### config.mk
export PLATFORM = sky130hd
export DESIGN_NAME = sram_req_arbiter
export DESIGN_NICKNAME = d
export VERILOG_FILES = /design/src/rtl/cpu_bus_pkg.sv /design/src/rtl/resp_order_fifo.sv /design/src/rtl/sram_req_arbiter.sv
export SDC_FILE = /design/constraint.sdc
export NUM_CORES = 1
export LEC_CHECK = 0
export ABC_AREA = 0
export CAP_MARGIN = 30
export CORE_AREA = 2 2 109 111
export DETAILED_ROUTE_END_ITERATION = 6
export DIE_AREA = 0 0 111 113
export PLACE_DENSITY = 0.58
export SLEW_MARGIN = 20
export SYNTH_ARGS = -nofsm -noshare
export SYNTH_HDL_FRONTEND = slang
export SYNTH_SLANG_ARGS = --single-unit
### constraint.sdc
create_clock -name clk -period 2.75 [get_ports clk]
set_clock_uncertainty 0.05 [all_clocks]
set_input_delay 0.55 -clock clk [delete_from_list [all_inputs] [get_ports clk]]
set_output_delay 0.55 -clock clk [all_outputs]
set_load 0.02 [all_outputs]
### src/rtl/cpu_bus_pkg.sv
// Shared constants for the CPU memory-bus blocks: requester IDs, arbiter
// lock-state encodings and the fixed instruction-fetch size.
package cpu_bus_pkg;

  localparam logic SRC_INST = 1'b0;
  localparam logic SRC_DATA = 1'b1;

  typedef logic [1:0] lock_state_t;

  localparam lock_state_t LK_IDLE = 2'd0;
  localparam lock_state_t LK_INST = 2'd1;
  localparam lock_state_t LK_DATA = 2'd2;

  localparam logic [1:0] SIZE_WORD = 2'b10;

endpackage

### src/rtl/resp_order_fifo.sv
// In-order FIFO of 1-bit requester IDs, one entry per accepted request.
// A push into a full FIFO is accepted only when a pop frees a slot that cycle.
module resp_order_fifo #(
  parameter int DEPTH = 2
) (
  input  logic clk,
  input  logic rst,
  input  logic push,
  input  logic push_id,
  input  logic pop,
  output logic full,
  output logic empty,
  output logic head
);

  localparam int PTR_W = (DEPTH > 1) ? $clog2(DEPTH) : 1;
  localparam int CNT_W = $clog2(DEPTH + 1);

  logic [DEPTH-1:0] slots;
  logic [PTR_W-1:0] wr_ptr;
  logic [PTR_W-1:0] rd_ptr;
  logic [CNT_W-1:0] count;
  logic             do_push;
  logic             do_pop;

  function automatic logic [PTR_W-1:0] ptr_inc(input logic [PTR_W-1:0] p);
    return (p == PTR_W'(DEPTH - 1)) ? '0 : p + PTR_W'(1);
  endfunction

  assign full    = (count == CNT_W'(DEPTH));
  assign empty   = (count == '0);
  assign head    = slots[rd_ptr];
  assign do_pop  = pop && !empty;
  assign do_push = push && (!full || do_pop);

  // NOTE: sequential state uses non-blocking assignments so every register
  // samples the pre-edge values, independent of statement order.
  always_ff @(posedge clk or posedge rst) begin
    if (rst) begin
      wr_ptr <= '0;
      rd_ptr <= '0;
      count  <= '0;
    end else begin
      if (do_push) wr_ptr <= ptr_inc(wr_ptr);
      if (do_pop)  rd_ptr <= ptr_inc(rd_ptr);
      case ({do_push, do_pop})
        2'b10:   count <= count + CNT_W'(1);
        2'b01:   count <= count - CNT_W'(1);
        default: count <= count;
      endcase
    end
  end

  // NOTE: storage is left unreset; count/empty decide validity, so stale
  // slot contents are never observed.
  always_ff @(posedge clk) begin
    if (do_push) slots[wr_ptr] <= push_id;
  end

endmodule

### src/rtl/sram_req_arbiter.sv
// Shares one SRAM-like port between the inst and data channels, returning
// responses in order. Define ARB_RR_EN for round-robin; default is data-first.
module sram_req_arbiter
  import cpu_bus_pkg::*;
#(
  parameter int OUTSTANDING = 2,
  parameter int ADDR_W      = 32,
  parameter int DATA_W      = 32
) (
  input  logic                clk,
  input  logic                rst,

  input  logic                inst_sram_req,
  input  logic [ADDR_W-1:0]   inst_sram_addr,
  output logic                inst_sram_addr_ok,
  output logic                inst_sram_data_ok,
  output logic [DATA_W-1:0]   inst_sram_rdata,

  input  logic                data_sram_req,
  input  logic                data_sram_wr,
  input  logic [1:0]          data_sram_size,
  input  logic [ADDR_W-1:0]   data_sram_addr,
  input  logic [DATA_W/8-1:0] data_sram_wstrb,
  input  logic [DATA_W-1:0]   data_sram_wdata,
  output logic                data_sram_addr_ok,
  output logic                data_sram_data_ok,
  output logic [DATA_W-1:0]   data_sram_rdata,

  output logic                mem_req,
  output logic                mem_wr,
  output logic [1:0]          mem_size,
  output logic [ADDR_W-1:0]   mem_addr,
  output logic [DATA_W/8-1:0] mem_wstrb,
  output logic [DATA_W-1:0]   mem_wdata,
  input  logic                mem_addr_ok,
  input  logic                mem_data_ok,
  input  logic [DATA_W-1:0]   mem_rdata
);

  lock_state_t state;
  lock_state_t state_nxt;
  logic        grant_src;
  logic        grant_valid;
  logic        can_accept;
  logic        push;
  logic        pop;
  logic        fifo_full;
  logic        fifo_empty;
  logic        fifo_head;
  logic        tie_winner;

`ifdef ARB_RR_EN
  logic last_served;

  assign tie_winner = (last_served == SRC_DATA) ? SRC_INST : SRC_DATA;

  always_ff @(posedge clk or posedge rst) begin
    if (rst)       last_served <= SRC_INST;
    else if (push) last_served <= grant_src;
  end
`else
  assign tie_winner = SRC_DATA;
`endif

  // NOTE: every always_comb output gets a default first, so no path through
  // the case statement can infer a latch.
  always_comb begin
    grant_src   = SRC_INST;
    grant_valid = 1'b0;
    case (state)
      LK_INST: begin
        grant_src   = SRC_INST;
        grant_valid = inst_sram_req;
      end
      LK_DATA: begin
        grant_src   = SRC_DATA;
        grant_valid = data_sram_req;
      end
      default: begin
        grant_valid = inst_sram_req || data_sram_req;
        if (inst_sram_req && data_sram_req) grant_src = tie_winner;
        else                                grant_src = data_sram_req ? SRC_DATA : SRC_INST;
      end
    endcase
  end

  // A pop frees a slot in the same cycle, so a full FIFO can still accept.
  assign pop        = mem_data_ok && !fifo_empty && !rst;
  assign can_accept = !fifo_full || pop;
  assign mem_req    = grant_valid && can_accept && !rst;
  assign push       = mem_req && mem_addr_ok;

  always_comb begin
    state_nxt = state;
    case (state)
      LK_IDLE: begin
        if (mem_req && !mem_addr_ok)
          state_nxt = (grant_src == SRC_DATA) ? LK_DATA : LK_INST;
      end
      LK_INST, LK_DATA: begin
        if (push || !grant_valid) state_nxt = LK_IDLE;
      end
      default: state_nxt = LK_IDLE;
    endcase
  end

  always_ff @(posedge clk or posedge rst) begin
    if (rst) state <= LK_IDLE;
    else     state <= state_nxt;
  end

  assign mem_wr    = (grant_src == SRC_DATA) ? data_sram_wr    : 1'b0;
  assign mem_size  = (grant_src == SRC_DATA) ? data_sram_size  : SIZE_WORD;
  assign mem_addr  = (grant_src == SRC_DATA) ? data_sram_addr  : inst_sram_addr;
  assign mem_wstrb = (grant_src == SRC_DATA) ? data_sram_wstrb : '0;
  assign mem_wdata = (grant_src == SRC_DATA) ? data_sram_wdata : '0;

  assign inst_sram_addr_ok = push && (grant_src == SRC_INST);
  assign data_sram_addr_ok = push && (grant_src == SRC_DATA);

  assign inst_sram_data_ok = pop && (fifo_head == SRC_INST);
  assign data_sram_data_ok = pop && (fifo_head == SRC_DATA);
  assign inst_sram_rdata   = (fifo_head == SRC_INST) ? mem_rdata : '0;
  assign data_sram_rdata   = (fifo_head == SRC_DATA) ? mem_rdata : '0;

  resp_order_fifo #(
    .DEPTH (OUTSTANDING)
  ) u_order_fifo (
    .clk     (clk),
    .rst     (rst),
    .push    (push),
    .push_id (grant_src),
    .pop     (pop),
    .full    (fifo_full),
    .empty   (fifo_empty),
    .head    (fifo_head)
  );

endmodule

==> results.txt <==
r2r worst-path depth: 10
Yosys cell types: 29
fin area: 4920 um^2
Vias: 2563
switch share: 0.445
Post-Synth XOR/XNOR Area: 0.0256
vias in the first global route: 2522
HPWL after detailed placement: 8500 um
post-layout util: 0.437
worst-path cell chain: clkdlybuf4s50_1, mux2i_4, buf_12, buf_8, clkbuf_16, mux2_4, buf_2
simple-gate share of the synthesized area: 0.421
yosys warns: 0
largest family of logic cells by synthesized area: simple AND/OR/NAND/NOR gates
Flop pwr share: 0.057
crit path capture: mem_addr[20]
flop2flop setup slack: 0.62 ns
status: finished, violations left
DR iter-0 viols: 37
Worst Tran Pin Value: 0.320 ns
post-route setup slack: -0.0108 ns
I/O pins: 281
Net Count, Synth: 342
Max Cap Violations: 0
Synth-to-Final Area Change: 187%
CP max stage delay: 0.47 ns
placed cell count: 635
delay-heaviest family, CP: buffers and inverters
fin crit share: 1.00
ANT cells: 0
sw power: 1.76 mW
Power Internal: 2.20 mW
R2R Path Start: state[0]$_DFFE_PP0P_
PwrDens: 804 nW/um^2
adder-cell share of the synthesized area: 0.0292
crit path launch: data_sram_req
final wirelength: 9350 um
All-Layer GR Usage: 0.133
Setup crit end kind: primary output
total clock sinks: 8
nets: 648
minimum clock period: 2.76 ns
PortBufs: 280
final setup TNS: -0.0329 ns
Vert. Die Dim: 113 um
Synth Area per Inst: 8.69 um^2
crit path DAT: 2.16 ns
first-pass GRT wire length: 13300 um
clock buffer count from CTS: 3
post-route antenna net violation count: 0
Rel. slew slack: 0.785
clock network fraction of design power: 0.060
Worst path depth: 7
Die ar.: 12500 um^2
H-tree depth: 1
total congestion overflow: 0
Lkg Pwr: 2.21 nW
Post-Syn Instances: 197
clk buf depth: 2
wire per inst: 14.5 um
final setup fails: 4
insertion delay to the later sink of the worst-skew pair: 0.23 ns
final hold viol count: 0
Core ar.: 11300 um^2
Comb pwr share: 0.883
TritonCTS clock tree: done
final slew viol count: 0
CP max-delay cell: clkdlybuf4s50_1
Setup CP Type: input port to primary output
CTS clk-pin slew, worst paths: 0.03 ns
Die Span X: 111 um
CP Max Fanout: 6
Initial DRT Pass Iterations: 4
routability cong.: 0.857
CP bufs+invs: 5
hold path cells: 1
initial antenna violation count: 0
Syn Std Cell Area: 1710 um^2
Hold Path Class: register to register
hold_buf cts: 0
Worst setup SP type: input port
unrepaired setup endpoints after global routing: true
compound-gate portion of the synthesized area: 0.0321
VDD IR max: 0.000343 V
post-synthesis sequential area ratio: 0.123
Worst R2R End: u_order_fifo.count[1]$_DFFE_PP0P_
layout cells sized above 1: 0.234
drt via density: 3.98
violated checks: setup timing
largest net degree at the start of global routing: 43
mux cell area share after synthesis: 0.293
row cnt: 39
Root Driver: clkbuf_16
maximum clock frequency: 362 MHz
Placement Cell Area: 4870 um^2
Initial Utilization: 0.152
Worst Path Required: 2.15 ns
FF+latch count, synth: 8
Final Non-Filler Cells: 644
number of remaining DRC errors: 0
timing repair:
item,4_1_cts,5_1_grt
cloned,0,2
resized for setup,136,67
endpoints found under the setup margin,72,38
setup buffers,2,2
area by class of cell:
cell class	instances	area (um^2)
Multi-Input combinational cell	167	1400
Clock buffer	3	75.1
Tap cell	143	179
Inverter	8	30.0
Sequential cell	8	210
Fill cell	1150	6350
Timing Repair Buffer	315	3030
registers in the layout, indices dropped and copies added, names as in the netlist:
name / flops
state: 2
u_order_fifo.count: 2
u_order_fifo.slots: 2
u_order_fifo.rd_ptr: 1
u_order_fifo.wr_ptr: 1
layer usage:
metal / part of all wire / routed length [um] / vias up / GRT usage
li1: - / - / 1241 / -
met1: 0.34 / 3170 / 1137 / 0.124
met2: 0.54 / 5080 / 175 / 0.283
met3: 0.11 / 988 / 10 / 0.0412
met4: 0.012 / 114 / 0 / 0.0192
met5: 0 / 0 / - / 0
layout by cell type, fill, tap and decap left out, types with 3 or more instances in the layout:
| master | instances |
|---|---|
| xnor2_1 | 4 |
| buf_2 | 6 |
| and2_1 | 35 |
| buf_12 | 4 |
| clkdlybuf4s50_1 | 205 |
| dfrtp_1 | 6 |
| mux2_4 | 29 |
| clkbuf_2 | 16 |
| buf_6 | 14 |
| clkbuf_16 | 5 |
| nor2b_1 | 69 |
| nor2_1 | 6 |
| mux2_2 | 3 |
| buf_4 | 29 |
| dlygate4sd2_1 | 33 |
| a22o_1 | 3 |
| inv_1 | 7 |
cell usage after synthesis:
library cell / count / area, um^2
edfxtp_1: 2 / 60.1
a22o_1: 3 / 26.3
mux2_4: 29 / 435
nand2b_1: 1 / 6.26
and2_1: 35 / 219
o21ai_0: 1 / 5.00
nor3b_2: 1 / 12.5
buf_6: 1 / 11.3
nor2_1: 6 / 22.5
o211ai_1: 1 / 7.51
mux2i_4: 1 / 22.5
buf_2: 4 / 20.0
mux2_2: 3 / 33.8
o21bai_1: 1 / 7.51
o311ai_0: 1 / 8.76
buf_8: 3 / 45.0
and3_1: 1 / 6.26
ha_1: 4 / 50.1
inv_1: 8 / 30.0
nor2b_1: 70 / 438
dfrtp_1: 6 / 150
nand3_1: 1 / 5.00
mux2i_1: 1 / 10.0
clkbuf_2: 1 / 5.00
clkbuf_1: 5 / 18.8
nor4_1: 1 / 6.26
or2_2: 1 / 6.26
xor2_1: 1 / 8.76
xnor2_1: 4 / 35.0
per-stage QoR:
step / hold WS (ns) / power, mW / setup WS [ns]
finish: 0.432 / 3.96 / -0.0108
detailed placement: 0.428 / 3.77 / -0.344
CTS: 0.436 / 3.81 / 0.000291
global placement: 0.420 / 3.75 / -0.338
global route: 0.469 / 4.17 / -0.0491
floorplan: 0.299 / 2.06 / 0.440
cells by family after synthesis:
logic type / Yosys count
fa+ha+maj: 4
simple gates: 117
mux: 34
flops: 8
buf+inv: 22
xor+xnor: 5
compound gates: 7
worst min-delay path by stage:
| stage | start | endpoint | slack, ns |
|---|---|---|---|
| after floorplan | rst | state[0]$_DFFE_PP0P_ | 0.30 |
| after global placement | u_order_fifo.count[1]$_DFFE_PP0P_ | u_order_fifo.count[1]$_DFFE_PP0P_ | 0.42 |
| after detailed placement | u_order_fifo.count[1]$_DFFE_PP0P_ | u_order_fifo.count[1]$_DFFE_PP0P_ | 0.43 |
| after CTS | u_order_fifo.count[1]$_DFFE_PP0P_ | u_order_fifo.count[1]$_DFFE_PP0P_ | 0.44 |
| after global routing | u_order_fifo.wr_ptr$_DFFE_PP0P_ | u_order_fifo.wr_ptr$_DFFE_PP0P_ | 0.47 |
| final | u_order_fifo.count[1]$_DFFE_PP0P_ | u_order_fifo.count[1]$_DFFE_PP0P_ | 0.43 |
power groups by stage:
stage | clock (mW) | combinational (mW) | sequential, mW
finish | 0.238 | 3.50 | 0.224
global placement | 0 | 3.53 | 0.222
floorplan | 0 | 1.84 | 0.212
global route | 0.250 | 3.69 | 0.232
CTS | 0.246 | 3.34 | 0.224
detailed placement | 0 | 3.55 | 0.224
No activity file was read; power rests on OpenSTA's default activity.
